## config.mk

```make
export PLATFORM = sky130hd
export DESIGN_NAME = cmp_arbiter
export DESIGN_NICKNAME = d
export VERILOG_FILES = /design/src/rtl/cmp_arbiter.sv
export SDC_FILE = /design/constraint.sdc
export NUM_CORES = 1
export LEC_CHECK = 0
export ABC_AREA = 1
export BUFFER_PORTS_ARGS = -buffer_cell sky130_fd_sc_hd__buf_2
export CORE_MARGIN = 4
export CORE_UTILIZATION = 54
export DETAILED_ROUTE_END_ITERATION = 7
export PLACE_DENSITY = 0.86
export REMOVE_ABC_BUFFERS = 1
export SLEW_MARGIN = 20
export SYNTH_ARGS = -nofsm -noshare
export SYNTH_HDL_FRONTEND = slang
export SYNTH_SLANG_ARGS = --single-unit
```

## constraint.sdc

```tcl
create_clock -name clk -period 3.7 [get_ports clk]
set_input_delay 0.555 -clock clk [delete_from_list [all_inputs] [get_ports clk]]
set_output_delay 0.555 -clock clk [all_outputs]
set_load 0.05 [all_outputs]
```

## src/rtl/cmp_arbiter.sv

```systemverilog
// cmp_arbiter: round-robin arbiter in front of one shared unsigned magnitude comparator.
// Latency: grant 1 cycle after req is seen in IDLE, done/result 1 cycle later; one compare every 3 cycles.
// Backpressure: none on outputs; requesters hold req until done, and req is ignored while busy.
module cmp_arbiter #(
  parameter int SIZE = 4,
  parameter int NREQ = 4,
  localparam int IDW = $clog2(NREQ)
) (
  input  logic                 clk,
  input  logic                 rst_n,
  input  logic [NREQ-1:0]      req,
  input  logic [NREQ*SIZE-1:0] a_in,
  input  logic [NREQ*SIZE-1:0] b_in,
  output logic [NREQ-1:0]      gnt,
  output logic                 done,
  output logic [IDW-1:0]       done_id,
  output logic                 A_greater,
  output logic                 B_greater,
  output logic                 AB_equal,
  output logic                 busy
);

  typedef enum logic [1:0] {
    IDLE = 2'd0,
    CMP  = 2'd1,
    RESP = 2'd2
  } state_t;

  state_t          state;
  logic [IDW-1:0]  last_id;
  logic [IDW-1:0]  win_id;
  logic [SIZE-1:0] a_lat;
  logic [SIZE-1:0] b_lat;
  logic [IDW-1:0]  winner;

  // Per-requester operand views of the flat input buses.
  logic [SIZE-1:0] a_arr [NREQ];
  logic [SIZE-1:0] b_arr [NREQ];

  for (genvar g = 0; g < NREQ; g++) begin : g_unpack
    assign a_arr[g] = a_in[g*SIZE +: SIZE];
    assign b_arr[g] = b_in[g*SIZE +: SIZE];
  end

  // Search upward from the requester after the last one served, wrapping at NREQ.
  // The sum is kept one bit wider so the wrap is a single conditional subtract.
  function automatic logic [IDW-1:0] rr_pick(input logic [NREQ-1:0] r,
                                             input logic [IDW-1:0]  last);
    logic [IDW-1:0] pick;
    logic [IDW:0]   cand;
    logic           found;
    pick  = last;
    found = 1'b0;
    for (int off = 1; off <= NREQ; off++) begin
      cand = {1'b0, last} + (IDW+1)'(off);
      if (cand >= (IDW+1)'(NREQ)) begin
        cand = cand - (IDW+1)'(NREQ);
      end
      if (!found && r[cand[IDW-1:0]]) begin
        found = 1'b1;
        pick  = cand[IDW-1:0];
      end
    end
    return pick;
  endfunction

  // Round-robin winner among the currently asserted requests.
  always_comb begin
    winner = rr_pick(req, last_id);
  end

  assign busy = (state != IDLE);

  // Arbitrate in IDLE, compare in CMP, publish in RESP; every output is registered here.
  always_ff @(posedge clk or negedge rst_n) begin
    if (!rst_n) begin
      state     <= IDLE;
      gnt       <= '0;
      done      <= 1'b0;
      done_id   <= '0;
      A_greater <= 1'b0;
      B_greater <= 1'b0;
      AB_equal  <= 1'b0;
      last_id   <= IDW'(NREQ-1);
      win_id    <= '0;
      a_lat     <= '0;
      b_lat     <= '0;
    end else begin
      case (state)
        IDLE: begin
          done <= 1'b0;
          if (|req) begin
            gnt         <= '0;
            gnt[winner] <= 1'b1;
            win_id      <= winner;
            a_lat       <= a_arr[winner];
            b_lat       <= b_arr[winner];
            state       <= CMP;
          end else begin
            gnt <= '0;
          end
        end
        CMP: begin
          gnt       <= '0;
          A_greater <= (a_lat >  b_lat);
          B_greater <= (a_lat <  b_lat);
          AB_equal  <= (a_lat == b_lat);
          done      <= 1'b1;
          done_id   <= win_id;
          last_id   <= win_id;
          state     <= RESP;
        end
        RESP: begin
          gnt   <= '0;
          done  <= 1'b0;
          state <= IDLE;
        end
        default: begin
          gnt   <= '0;
          done  <= 1'b0;
          state <= IDLE;
        end
      endcase
    end
  end

endmodule

```

# Yosys cells after proc, flatten, opt, wreduce, memory -nomap -nowiden
# Cells that the tools add are included.
# word_totals
reg_bits,24
latchBits,0
ram_bits,0
mem_bits_ro,0
inputBits,38
mem_count,0
# classes
n_addsub,8
mul,0
div,0
magnitude_cmp,13
eq_ne,3
shift,0
n_mux,32
bitwise,1
reduce_logical,11
# op_table
op,count
two-way mux 4 bit,6
two-way mux 2 bit,9
binary-select mux 4 bit (select 2 bit),2
greater-or-equal comparator 3 bit (second input constant),5
< comparator 2 x 3 -> 1 bit (second input constant),5
two-way mux 1 bit,9
binary-select mux 1 bit (select 2 bit),4
subtractor 2 x 1 -> 2 bit (second input constant),4
adder 2 x 2 -> 3 bit (second input constant),2
== test 4 bit,1
> comparator 4 bit,1
logical AND 1 bit,4
< comparator 4 bit,1
case mux 2 bit (2 select lines),1
OR reduction 4 bit,1
adder 2 x 1 -> 3 bit (second input constant),1
adder 2 x 3 -> 3 bit (second input constant),1
zero test 1 bit,3
inverter 2 -> 3 bit,1
demux 1 bit (select 2 bit),1
== test 2 x 1 -> 1 bit (second input constant),1
greater-or-equal comparator 2 x 1 -> 1 bit (second input constant),1
zero test 2 bit,1
!= test 2 bit (second input constant),1
other kinds (2),2

# Depth between registers and ports, before layout
# Gate-level depths: netlist of the first run.
# logic_depth
word_depth,21
ltp_mapped,15
ltp_nobuf,13

# Worst setup path before layout of the first run
# No wires, ideal clock.
# synth_timing
path_kind,reg2reg
startpoint,register last_id[0]
endpoint,register a_lat[0]
arrival_time_ps,1611
required_ps,3583
setup_slack_ps,1971
stages_incl_launch_ff,16
path_buffers,2
synth_period_minus_slack_ps,1729
path_cell_list,dfstp_2 > buf_6 > inv_8 > nand2_1 > nand2_1 > nand2_1 > nand2_2 > nand2_4 > nand2_4 > nand2_4 > nand2_4 > buf_8 > nand2_2 > nand3_1 > nand3_1 > nand2_1
# synth_via
elab_chain_cells,19
elab_cells_between_ends,41
cone_classes,add/sub: 8; order compare: 4; mux: 22; bitwise: 1; reduce/logical: 6
# synth_lines
element,line_no,source
from (decl),30,logic [IDW-1:0] last_id;
from (signal assigned),84,last_id <= IDW'(NREQ-1);
from (signal assigned),110,last_id <= win_id;
adder 2 x 1 -> 3 bit,55,"cand = {1'b0, last} + (IDW+1)'(off);"
greater-or-equal comparator 3 bit / subtractor 2 x 1 -> 2 bit (equally long branches),"56, 57",
two-way mux 2 bit,56,if (cand >= (IDW+1)'(NREQ)) begin
binary-select mux 1 bit (select 2 bit),59,if (!found && r[cand[IDW-1:0]]) begin
two-way mux 1 bit (implied by the code),59,
two-way mux 1 bit,59,
zero test 1 bit,59,
logical AND 1 bit,59,
[... 2 more ...],--,
logical AND 1 bit,59,
two-way mux 1 bit,59,
zero test 1 bit,59,
logical AND 1 bit,59,
two-way mux 2 bit (*),59,
inverter 2 -> 3 bit (implied by the code) (*),96,a_lat <= a_arr[winner];
binary-select mux 4 bit (select 2 bit) (*),96,
two-way mux 4 bit (implied by the code) (*) (2 in a row),96,
to (signal assigned),96,
to (decl),32,logic [SIZE-1:0] a_lat;
# Mark *: on every way between the ends. The rest lies on a longest branch, timed or not. The select of a mux whose other input is x is not followed.
# A chain may end at the register's enable or synchronous reset.

# Worst setup path in the final report of the first run
# layout_timing
startpoint,register last_id[0]
endpoint,register b_lat[2]
# layout_via
elab_chain_cells,19
elab_cells_between_ends,41
cone_classes,add/sub: 8; order compare: 4; mux: 22; bitwise: 1; reduce/logical: 6
# layout_lines
element,line_no,source
adder 2 x 1 -> 3 bit,55,
greater-or-equal comparator 3 bit / subtractor 2 x 1 -> 2 bit (equally long branches),"56, 57",
two-way mux 2 bit,56,
binary-select mux 1 bit (select 2 bit),59,
two-way mux 1 bit (implied by the code),59,
two-way mux 1 bit,59,
zero test 1 bit,59,
logical AND 1 bit,59,
[... 2 more ...],--,
logical AND 1 bit,59,
two-way mux 1 bit,59,
zero test 1 bit,59,
logical AND 1 bit,59,
two-way mux 2 bit (*),59,
inverter 2 -> 3 bit (implied by the code) (*),97,b_lat <= b_arr[winner];
binary-select mux 4 bit (select 2 bit) (*),97,
two-way mux 4 bit (implied by the code) (*) (2 in a row),97,
to (signal assigned),97,
to (decl),33,logic [SIZE-1:0] b_lat;
# Marked as above.

==> qor.txt, run 1 <==
Initial antenna violation count = 0
Final HPWL DP = 2.544 mm
Critical Path RT = 3.91 ns
Total CTS buffers = 3
Detailed-route via count = 1406
Post-CTS Setup Bufs = 0
CP Data Arrival Time = 2.36 ns
Critical path buffers and inverters = 3
Yosys top cell by area = dfrtp_1
DP Area = 1745 sq um
Final Skew = 0.01186 ns
Net Switching = 1.111 mW
Crit. path cell count = 13
Post-synth top cells = nand2_1, nand3_1, dfrtp_1, nand2_2, inv_1
CTS resizes = 0
Routed len/inst = 11.84 um
Delay-heaviest family, CP = simple AND/OR/NAND/NOR gates
Most frequent CP cell = nand2_2
Setup TNS = 0 ns
Min Tclk post-route = 2.151 ns
Top area cells in the synthesized netlist = dfrtp_1, nand2_1, nand3_1, nand2_2, dfstp_2
Detail Route met2 WL = 1.437 mm
Setup Viol. Count Final = 0
Clock share of power = 9.2%
PwrDens = 1128 nW/um^2
Gpl congestion = 0.9325
Synthesis warning total = 0
Synth top area share = 36.45%
Worst reg2reg path depth = 13
Final global-route overflow total = 0
Routed Antenna Nets = 0
Status = complete, no violations
Slew margin rel. = 48.50%
Worst-path clk slew = 0.13 ns
Seq pwr share = 23.3%
DR WL met3 = 204 um
Total global-route track usage = 18.83%
Worst min-delay path class = input port to asynchronous set/reset pin
Crit path max-delay cell type = dfstp_2
CTS sink cnt = 24
Measured slew at the worst slew-check pin = 0.7696 ns
Post-synth ARST share = 100.0%
Max cap viols = 0
Yosys cell types = 27
Initial Utilization = 58.82%
Filler instances = 239
Min setup slack post-route = 1.549 ns
RSZ-0062 raised after global routing = no
Worst slack at placement = 1.615 ns
Static Leak = 0.9945 nW
Drt via density = 5.094
Cell area after layout = 1798 sq um
Synthesized flop and latch total = 24
Die Ht = 60.89 um
First-pass GRT wire length = 5.402 mm
Fin. Hold Viols = 0
Largest net degree at the start of global routing = 25
TritonRoute pass-1 iters = 4
# diodes = 0
Final-stage net count = 289
Core outline area = 2567 sq um
H-Tree Depth = 1
Worst-path cell chain = inv_8 > nand2_2 > nand2_2 > nand2_2 > nand2_2 > inv_4 > nand3_2 > clkinv_1 > nand2_1 > nand2_1 > nand3_1 > nand3_1 > nand2_1
Period utilisation layout = 58.14%
Post-synthesis sequential area ratio = 39.93%
Final count of pins violating max slew = 0
Most common cell in the netlist = nand2_1
Row count = 18
CTS Buffer Depth = 2
Synthesized area per cell = 7.589 sq um
Cts hold-fix bufs = 0
Die X = 60.89 um
Vias in the first global route = 1260
Switch share = 54.80%
Layout cells sized above 1 = 34.15%
Total wire length = 3.267 mm
CTS Root Cell = clkbuf_4
CP Launch Type = flip-flop
Die area = 3707 sq um
TritonCTS clock tree = built
F_max = 464.9 MHz
Comb power frac = 67.5%
CP Class = flip-flop to flip-flop
Setup crit end kind = flip-flop
Ports = 49
Slowest stage delay, CP = 0.73 ns
Worst skew pair latency = 0.31 ns
PortBufs = 48
Initial drt markers = 52
Netlist Area Pre-Place = 1510 sq um
VDD IR max = 783.3 uV
Internal = 0.9164 mW
M1 WL = 1.588 mm
Highest metal used = met4
P&R area growth vs syn = 19.06%
Main synth FF type = dfrtp_1
Gate Count Post-Synth = 199
Worst-path fanout max = 11
Number of enable flip-flop cells after synthesis = 0
DRC violations left = 0
cell families after synthesis:
family	synth area share, %
and+or+nand+nor	46.56
DFF	39.93
adders and majority gates	3.314
AOI/OAI and AO/OA	3.479
buffers and inverters	6.710
state kept, by name, summed over array words and instances (netlist names):
name and flops:
B_greater 1, A_greater 1, AB_equal 1, win_id 2, done_id 2, done 1
a_lat 4, gnt 4, last_id 2, b_lat 4, state 2
power by group through the flow:
stage,Sequential [mW],Clock (mW),Combinational (mW)
2_1_floorplan,0.602,0,0.950
3_3_place_gp,0.475,0,1.34
3_5_place_dp,0.478,0,1.36
4_1_cts,0.473,0.188,1.37
5_1_grt,0.487,0.199,1.53
6_report,0.473,0.186,1.37
placed cells by master (no fill, tap or decap), types with 2 or more instances in the layout:
cell type	count
nand2_1	62
buf_2	48
nand3_1	43
dfrtp_1	22
nand2_2	20
inv_1	9
nor2_1	8
o21ai_0	5
nand2_4	4
ha_1	4
a21oi_1	3
clkbuf_4	3
nand3_2	2
dfstp_2	2
final timing paths:
path,to,startpoint,slack [ns]
min,done_id[1],rst_n,0.19
min reg2reg,state[1],state[1],0.47
max,b_lat[2],last_id[0],1.55
max reg2reg,b_lat[2],last_id[0],1.55
min in group clk,state[1],state[1],0.47
max in group asynchronous,last_id[0],rst_n,3.15
layer usage:
layer	track usage, %	vias to the layer above
met4	5.573	0
met1	27.11	610
met2	30.53	48
met3	1.064	4
met5	0	-
li1	-	744
worst reg2reg max path, cell delays in order (launching register included):
cell	delay, ns
dfstp_2	0.73
inv_8	0.09
nand2_2	0.07
nand2_2	0.07
nand2_2	0.09
nand2_2	0.08
inv_4	0.09
nand3_2	0.09
clkinv_1	0.06
nand2_1	0.05
nand2_1	0.28
nand3_1	0.17
nand3_1	0.12
nand2_1	0.06
cell type report:
cell class	instances	area [sq um]	area share, %
clock buffers	3	22.52	1.253
clock inverters	1	30.03	1.670
inverters	13	58.81	3.271
multi-input cells	157	805.8	44.82
flip-flops and latches	24	603.1	33.54
well taps	30	37.54	2.088
repair buffers	48	240.2	13.36
metrics by stage:
| stage | hold WS (ns) | total power [mW] | std cells | utilization [%] |
|---|---|---|---|---|
| floorplan | 0.2594 | 1.552 | 194 | - |
| global placement | 0.4403 | 1.820 | 272 | 67.98 |
| detailed placement | 0.4541 | 1.839 | 272 | 67.98 |
| CTS | 0.1982 | 2.031 | 276 | 70.03 |
| global route | 0.2181 | 2.218 | 276 | 70.03 |
| finish | 0.1863 | 2.027 | 276 | 70.03 |
Note: power is estimated with default switching activity, not from simulation.
==> run 2: changes to the inputs <==
Settings changed: CORE_UTILIZATION 54 to 50, PLACE_DENSITY 0.86 to 0.81.
Clock period 3.7 ns to 2 ns, I/O delays scaled along.
==> run 2 against run 1 <==
Compared with the run above: register-to-register slack got worse by 1.5 ns; non-clock buffer count rose by 3; critical endpoint unchanged; largest power group unchanged; highest routed layer unchanged; die area rose by 6.9%; first-iteration DRC count rose by 12%.
==> qor.txt, run 2 (synthesized netlist as in run 1, its figures left out) <==
F_max = 512.7 MHz (+10%)
Layout cells sized above 1 = 36.55% (+2.4 points)
Worst-path fanout max = 9 (-2)
Die area = 3964 sq um (+6.9%)
Final Skew = 0.005593 ns (-0.006267 ns)
CP Class = flip-flop to flip-flop
Comb power frac = 72.3% (+4.8 points)
M1 WL = 1.698 mm (+6.9%)
First-pass GRT wire length = 5.851 mm (+8.3%)
Switch share = 56.87% (+2.1 points)
Die X = 62.96 um (+3.4%)
CTS sink cnt = 24 (unchanged)
Total CTS buffers = 3 (unchanged)
PwrDens = 2098 nW/um^2 (+86%)
CP Data Arrival Time = 2.21 ns (-0.15 ns)
Setup TNS = 0 ns (unchanged)
Fin. Hold Viols = 0 (unchanged)
Worst-path cell chain = buf_4 > nand2_1 > nand2_2 > nand2_1 > nand2_2 > nand2_4 > nand2_4 > nand2_4 > nand2_4 > nand2_1 > nand3_1 > nand3_1 > nand2_1
Routed Antenna Nets = 0 (unchanged)
Final-stage net count = 292 (+1.0%)
Slowest stage delay, CP = 0.67 ns (-0.06 ns)
Measured slew at the worst slew-check pin = 0.5086 ns (-0.2610 ns)
H-Tree Depth = 1 (unchanged)
Die Ht = 62.96 um (+3.4%)
# diodes = 0 (unchanged)
Setup Viol. Count Final = 0 (unchanged)
Drt via density = 5.189 (+1.9%)
Initial antenna violation count = 0 (unchanged)
Max cap viols = 0 (unchanged)
Min Tclk post-route = 1.950 ns (-0.2009 ns)
Slew margin rel. = 66.09% (+18 points)
Crit path max-delay cell type = dfstp_2
Row count = 19 (+1)
Gpl congestion = 0.8805 (-5.6%)
Initial Utilization = 53.38% (-5.4 points)
Vias in the first global route = 1340 (+6.3%)
Min setup slack post-route = 0.04968 ns (-1.499 ns)
PortBufs = 48 (unchanged)
P&R area growth vs syn = 23.53%
Final HPWL DP = 2.651 mm (+4.2%)
Net Switching = 2.226 mW (+100%)
Setup crit end kind = flip-flop
Detailed-route via count = 1453 (+3.3%)
Static Leak = 1.013 nW (+1.9%)
Total global-route track usage = 17.90% (-0.93 points)
DRC violations left = 0 (unchanged)
Largest net degree at the start of global routing = 25 (unchanged)
Worst slack at placement = 0.02032 ns (-1.594 ns)
VDD IR max = 954.8 uV (+22%)
TritonCTS clock tree = built
Most common cell after layout, fill and taps aside = nand2_1
DR WL met3 = 173 um (-15%)
RSZ-0062 raised after global routing = yes
Seq pwr share = 22.2% (-1.1 points)
Most frequent cells in the layout = nand2_1, buf_2, nand3_1
Final count of pins violating max slew = 0 (unchanged)
Status = complete, no violations
Ports = 49 (unchanged)
Core outline area = 2829 sq um (+10%)
CP Launch Type = flip-flop
Initial drt markers = 58 (+12%)
Clock share of power = 5.4% (-3.8 points)
Detail Route met2 WL = 1.622 mm (+13%)
Worst-path clk slew = 0.13 ns (about the same)
TritonRoute pass-1 iters = 5 (+1)
Worst skew pair latency = 0.30 ns (about the same)
Internal = 1.688 mW (+84%)
CTS Root Cell = clkbuf_4
Period utilisation layout = 97.52% (+39 points)
Worst min-delay path class = input port to flip-flop
Total wire length = 3.532 mm (+8.1%)
PnR Total Power = 3.914 mW (+93%)
Routed len/inst = 12.61 um (+6.6%)
Critical Path RT = 2.26 ns (-1.65 ns)
Highest metal used = met4
Final global-route overflow total = 0 (unchanged)
CTS Buffer Depth = 2 (unchanged)
Largest registers = a_lat (4), b_lat (4), gnt (4)
Critical path buffers and inverters = 1 (-2)
Delay-heaviest family, CP = simple AND/OR/NAND/NOR gates
## run 2: changes by cell type in the layout (fill, tap and decap cells not counted), sizes merged
cell / change
buf: +2
clkbuf: +1
bufinv: -1
dlygate4sd3: +1
## run 2: timing repair
item                                    4_1_cts  5_1_grt
buffers inserted                              0        1
hold endpoints to repair                     22        0
hold buffers                                  1        0
endpoints found under the setup margin        0       14
gates resized for setup                       0       13
## run 2: layer usage
metal	up-vias	global-route usage [%]
met1	655	26.22
met3	4	0.8993
li1	752	-
met5	-	0
met2	42	28.19
met4	0	5.785
## run 2: final timing paths
path	slack [ns]	cells after the start	end	start
worst max-delay path	0.05	13	b_lat[2]	last_id[0]
worst min-delay path	0.32	5	a_lat[3]	a_in[3]
worst max register to register	0.05	13	b_lat[2]	last_id[0]
worst min register to register	0.47	1	state[1]	state[1]
max in group asynchronous	1.16	2	last_id[1]	rst_n
min in group asynchronous	0.48	2	B_greater	rst_n
## run 2: layout make-up
type / instances / area, sq um
Sequential cell: 24 / 603.1
Fill cell: 258 / 963.4
Clock buffer: 4 / 26.28
Tap cell: 31 / 38.79
Multi-Input combinational cell: 157 / 873.3
Timing Repair Buffer: 51 / 265.3
Inverter: 13 / 58.81
## run 2: worst reg2reg max path: stages (launching register included)
cell and delay [ns]:
dfstp_2 0.67, buf_4 0.16, nand2_1 0.06, nand2_2 0.09, nand2_1 0.07, nand2_2 0.11, nand2_4 0.09, nand2_4 0.11
nand2_4 0.11, nand2_4 0.12, nand2_1 0.06, nand3_1 0.08, nand3_1 0.10, nand2_1 0.09
## run 2: power by group through the flow
stage	clock network (mW)	logic (mW)	registers, mW
after floorplan	0	1.76	1.11
after global placement	0	2.52	0.868
after detailed placement	0	2.56	0.876
after CTS	0.213	2.58	0.867
after global routing	0.243	3.17	0.896
final	0.213	2.83	0.870
## run 2: through the flow
step | cell area, sq um | std cells | util, % | hold slack [ns]
after floorplan | 1468 | 194 | - | 0.004409
after global placement | 1754 | 274 | 62.01 | 0.2975
after detailed placement | 1754 | 274 | 62.01 | 0.2997
after CTS | 1790 | 279 | 63.29 | 0.3234
after global routing | 1866 | 280 | 65.94 | 0.3108
final | 1866 | 280 | 65.94 | 0.3235
